--- config.mk ---
export PLATFORM = sky130hd
export DESIGN_NAME = cdc_pulse_arbiter
export DESIGN_NICKNAME = d
export VERILOG_FILES = /design/src/rtl/cdc_pulse_arbiter.sv
export SDC_FILE = /design/constraint.sdc
export NUM_CORES = 1
export LEC_CHECK = 0
export CAP_MARGIN = 20
export CORE_UTILIZATION = 40
export CTS_CLUSTER_DIAMETER = 30
export DETAILED_ROUTE_END_ITERATION = 6
export PLACE_DENSITY_LB_ADDON = 0.25
export SYNTH_ARGS = -nofsm -noshare
export SYNTH_HDL_FRONTEND = slang
export SYNTH_SLANG_ARGS = --single-unit
--- constraint.sdc ---
create_clock -name clk_i -period 1.7 [get_ports clk_i]
set_input_delay 0.34 -clock clk_i [delete_from_list [all_inputs] [get_ports clk_i]]
set_output_delay 0.34 -clock clk_i [all_outputs]
set_load 0.01 [all_outputs]
--- src/rtl/cdc_pulse_arbiter.sv ---
// Round-robin scheduler sharing one four-phase req/ack crossing among N pulse requesters; grant 1 edge after pend, retire after ack-low.
// Backpressure: events stay latched in pend until served; repeats merge (drop pulse). CDC_ARB_TIMEOUT_EN adds a REQ timeout abort.
module cdc_pulse_arbiter #(
    parameter int N       = 4,
    parameter int ID_W    = 2,
    parameter int TIMEOUT = 64
) (
    input  logic            clk_i,
    input  logic            rst_i,
    input  logic [N-1:0]    pulse_in_i,
    input  logic            ack_sync_i,
    output logic            chan_req_o,
    output logic [ID_W-1:0] chan_id_o,
    output logic [N-1:0]    pend_o,
    output logic [N-1:0]    done_o,
    output logic [N-1:0]    drop_o,
    output logic            busy_o,
    output logic            timeout_err_o
);

    typedef enum logic [1:0] {
        IDLE     = 2'd0,
        REQ      = 2'd1,
        WAIT_LOW = 2'd2
    } state_t;

    if (N < 2 || N > 16 || (1 << ID_W) < N || TIMEOUT < 2 || TIMEOUT > 65535) begin : g_bad_params
        $error("cdc_pulse_arbiter: illegal parameter combination");
    end

    state_t          state_q, state_d;
    logic [ID_W-1:0] ptr_q, ptr_d;
    logic [ID_W-1:0] chan_id_q, chan_id_d;
    logic            chan_req_q, chan_req_d;
    logic [N-1:0]    pend_q, pend_d;
    logic [N-1:0]    done_q, done_d;
    logic [N-1:0]    drop_q, drop_d;
    logic [N-1:0]    grant_clr;
    logic            grant;

    logic            hi_vld, lo_vld, win_vld;
    logic [ID_W-1:0] hi_id, lo_id, win_id;

`ifdef CDC_ARB_TIMEOUT_EN
    logic [15:0]     cnt_q, cnt_d;
    logic            timeout_err_q, timeout_err_d;
`endif

    // Lowest set bit at or above ptr wins; otherwise wrap to the lowest set bit overall.
    always_comb begin
        hi_vld = 1'b0;
        hi_id  = '0;
        lo_vld = 1'b0;
        lo_id  = '0;
        for (int i = N - 1; i >= 0; i--) begin
            if (pend_q[i]) begin
                lo_vld = 1'b1;
                lo_id  = ID_W'(i);
            end
            if (pend_q[i] && (i >= int'(ptr_q))) begin
                hi_vld = 1'b1;
                hi_id  = ID_W'(i);
            end
        end
        win_vld = lo_vld;
        win_id  = hi_vld ? hi_id : lo_id;
    end

    always_comb begin
        state_d    = state_q;
        ptr_d      = ptr_q;
        chan_id_d  = chan_id_q;
        chan_req_d = chan_req_q;
        done_d     = '0;
        grant      = 1'b0;
`ifdef CDC_ARB_TIMEOUT_EN
        cnt_d         = '0;
        timeout_err_d = 1'b0;
`endif
        case (state_q)
            IDLE: begin
                // A lingering ack from an aborted or reset handshake blocks new grants.
                if (win_vld && !ack_sync_i) begin
                    grant      = 1'b1;
                    chan_id_d  = win_id;
                    chan_req_d = 1'b1;
                    state_d    = REQ;
                end
            end
            REQ: begin
                if (ack_sync_i) begin
                    chan_req_d = 1'b0;
                    for (int i = 0; i < N; i++) begin
                        done_d[i] = (chan_id_q == ID_W'(i));
                    end
                    state_d = WAIT_LOW;
                end
`ifdef CDC_ARB_TIMEOUT_EN
                else if (cnt_q == 16'(TIMEOUT - 1)) begin
                    chan_req_d    = 1'b0;
                    timeout_err_d = 1'b1;
                    state_d       = WAIT_LOW;
                end else begin
                    cnt_d = cnt_q + 16'd1;
                end
`endif
            end
            WAIT_LOW: begin
                if (!ack_sync_i) begin
                    ptr_d   = (chan_id_q == ID_W'(N - 1)) ? '0 : chan_id_q + ID_W'(1);
                    state_d = IDLE;
                end
            end
            default: begin
                state_d = IDLE;
            end
        endcase
    end

    // A new pulse on the grant edge re-arms the flag, so the event is served again later.
    always_comb begin
        grant_clr = '0;
        for (int i = 0; i < N; i++) begin
            grant_clr[i] = grant && (win_id == ID_W'(i));
        end
        pend_d = pulse_in_i | (pend_q & ~grant_clr);
        drop_d = pulse_in_i & pend_q & ~grant_clr;
    end

    always_ff @(posedge clk_i) begin
        if (rst_i) begin
            state_q    <= IDLE;
            ptr_q      <= '0;
            chan_id_q  <= '0;
            chan_req_q <= 1'b0;
            pend_q     <= '0;
            done_q     <= '0;
            drop_q     <= '0;
        end else begin
            state_q    <= state_d;
            ptr_q      <= ptr_d;
            chan_id_q  <= chan_id_d;
            chan_req_q <= chan_req_d;
            pend_q     <= pend_d;
            done_q     <= done_d;
            drop_q     <= drop_d;
        end
    end

`ifdef CDC_ARB_TIMEOUT_EN
    always_ff @(posedge clk_i) begin
        if (rst_i) begin
            cnt_q         <= '0;
            timeout_err_q <= 1'b0;
        end else begin
            cnt_q         <= cnt_d;
            timeout_err_q <= timeout_err_d;
        end
    end

    assign timeout_err_o = timeout_err_q;
`else
    assign timeout_err_o = 1'b0;
`endif

    assign chan_req_o = chan_req_q;
    assign chan_id_o  = chan_id_q;
    assign pend_o     = pend_q;
    assign done_o     = done_q;
    assign drop_o     = drop_q;
    assign busy_o     = (state_q != IDLE);

endmodule

==> run metrics, run 1 <==
outcome=finished clean; die area=roughly 0.0023 sq mm; commonest non-fill, non-tap cells in the layout=clkdlybuf4s50_1, dfxtp_1, nor2_1; pwr dens=793.5 mW/mm^2; Critical Path End Type=primary output; number of max-cap violations=0; CORE AREA=roughly 0.0020 sq mm; share of layout cells above drive strength 1=between 10% and 20%; non-filler cells in the finished layout=147; filler instances=182; fin. max-slew vios=0; Clock Skew=roughly 0.0025 ns; crit path kind=reg2out; Die X=48.05 um; CP Cell Sequence=nor2_2, inv_1, clkdlybuf4s50_1; CP bufs+invs=2; met2 usage=25.41%; Peak VDD IR=approximately 600 uV; Min-Delay Path Class=reg2reg; diode count=0; CTS sink cnt=19; vias in the first global route=576; first-pass GRT wire length=2.463 mm; I/O pin total=24; CP Launch Type=register; number of DRC markers in iteration 0=7; sequential fraction of the synthesis area=44.84%; final instance area=0.001151 sq mm; syn avg cell area=around 9 sq um; # hold bufs at CTS=0; layer with the highest usage=met2; Detailed Place HPWL=around 1.4 mm; Hold Fails Final Rpt=0; async set or reset register ratio after synthesis=0%; DR pass1 iterations=3; clk_lat worst skew=0.29 ns; CP max stage cell=clkdlybuf4s50_1; CTS tree=done; Worst path depth=3; Period Utilization, post-route=around 96%; family with the most delay on the worst path=buffers and inverters; Routed WL=roughly 1.7 mm; antenna viol nets, final=0; cell depth of the worst flop-to-flop path=4; Area Overhead vs Synth=35.69%; Buffers on Ports=22; vias per cell=4.830; GRT Total Usage=16.09%; CTS H-tree depth=1; Hold Slack=0.4886 ns; nets=132; ys flop type=dfxtp_1; required time worst endpoint=1.36 ns; commonest non-fill, non-tap cell in the layout=clkdlybuf4s50_1; Post-Route Setup TNS=0 ns; drt drc=0; Initial Util=42.80%; Seq cells post-synth=19; Cell Rows=16; Max stage delay on crit path=about 0.47 ns; fmax=~0.61 GHz; Leakage Power=0.4408 nW; routing usage on met3=2.264%; DR vias=710; RePlAce Congestion=0.7514; synth warn=0; maximum buffer depth of the clock tree=2; footprint of the multi-input gates=~440 sq um; unrepaired setup endpoints after global routing=no; clock buffer count from CTS=3; Routed WL per cell=11.63 um; DP Area=0.001106 sq mm; endpoints failing setup=0; largest net degree at the start of global routing=15; Crit Path Max Fanout=3; CP arrival=approximately 1.3 ns; dpl cells=142; met1 Use GR=20.55%; Hold Path Depth=2; Mapped Cells=93; CTS root buffer=clkbuf_4; Die H=between 40 and 50 um; initial antenna violation count=0; Synth cell types=24; synthesized area=roughly 850 sq um; number of synthesized flops with an enable pin=0; post-layout min period=1.628 ns; clk slew on worst S/H paths=0.10 ns; syn_nets=104; FF+latch area=389.1 sq um; Overflow after GRT=0
-- cell families (layout without fill, tap and decap cells) --
family	after synthesis	after routing	share of synthesized area, %
other cells	1	1	0.4421
buf+inv	8	35	3.982
simple gates	40	40	25.22
fa+ha+maj	4	4	5.900
flops	19	19	44.84
compound gates	21	21	19.62
-- per-stage QoR --
step	setup slack, ns	util [%]	power [mW]
6_report	0.07231	58.08	0.9134
5_1_grt	0.007985	58.08	0.9708
4_1_cts	0.01369	57.45	0.9227
3_5_place_dp	0.1185	55.81	0.6934
3_3_place_gp	0.1445	55.81	0.6877
2_1_floorplan	0.2430	-	0.6064
-- cell type report --
cell class                      count  share of cell area (%)
Timing Repair Buffer               25                   21.09
Inverter                            6                   1.957
Tap cell                           27                   2.935
Sequential cell                    19                   33.80
Multi-Input combinational cell     66                   37.93
Clock buffer                        4                   2.283
-- what timing repair did --
item | in CTS | in global routing
gates resized for setup | 4 | 4
endpoints found under the setup margin | 4 | 3
buffers inserted | 0 | 1
pin swaps | 0 | 1
-- power breakdown --
| group | internal [mW] | switching [mW] |
|---|---|---|
| Combinational | 0.103 | 0.0914 |
| Clock | 0.0912 | 0.132 |
| Sequential | 0.470 | 0.0261 |
| Total | 0.664 | 0.250 |
-- cell usage after synthesis, types with 2 or more instances --
master    number  share of area (%)
a211oi_1       7                6.2
a21oi_1        7                4.1
and2_1         4                2.9
and2b_2        2                2.1
dfxtp_1       19                 45
ha_1           4                5.9
inv_1          6                2.7
nand2_1       10                4.4
nand2b_1       4                2.9
nor2_1        12                5.3
nor3_1         2                1.2
nor3b_1        2                1.8
o21ai_0        3                1.8
-- worst min-delay path, cell delays in order, from the launching register on --
cell     delay, ns
dfxtp_1       0.33
o21ai_0       0.07
a21oi_1       0.06
-- metal layers --
layer	wire, um	vias up	part of all wire, %
met2	862	10	50
met4	14	0	0.82
met5	0	-	0
li1	-	368	-
met3	36	2	2.1
met1	795	330	47
-- registers in the layout (all words and copies together) (netlist names) --
signal      count
chan_id_o       2
state_q         2
chan_req_o      1
pend_o          4
ptr_q           2
drop_o          4
done_o          4
-- worst paths after layout --
check	startpoint	to	slack, ns
setup / recovery	state_q[0]	busy_o	0.07
hold / removal	ptr_q[0]	ptr_q[0]	0.49
setup reg to reg	pend_o[2]	drop_o[1]	0.20
hold reg to reg	ptr_q[0]	ptr_q[0]	0.49
(Power assumes the default switching activity.)
==> inputs of run 2 (changes only) <==
Settings changed: CTS_CLUSTER_DIAMETER 30 to 80.
==> results of run 2 <==
Same layout as run 1: the final DEF is identical, and so are final timing and power.
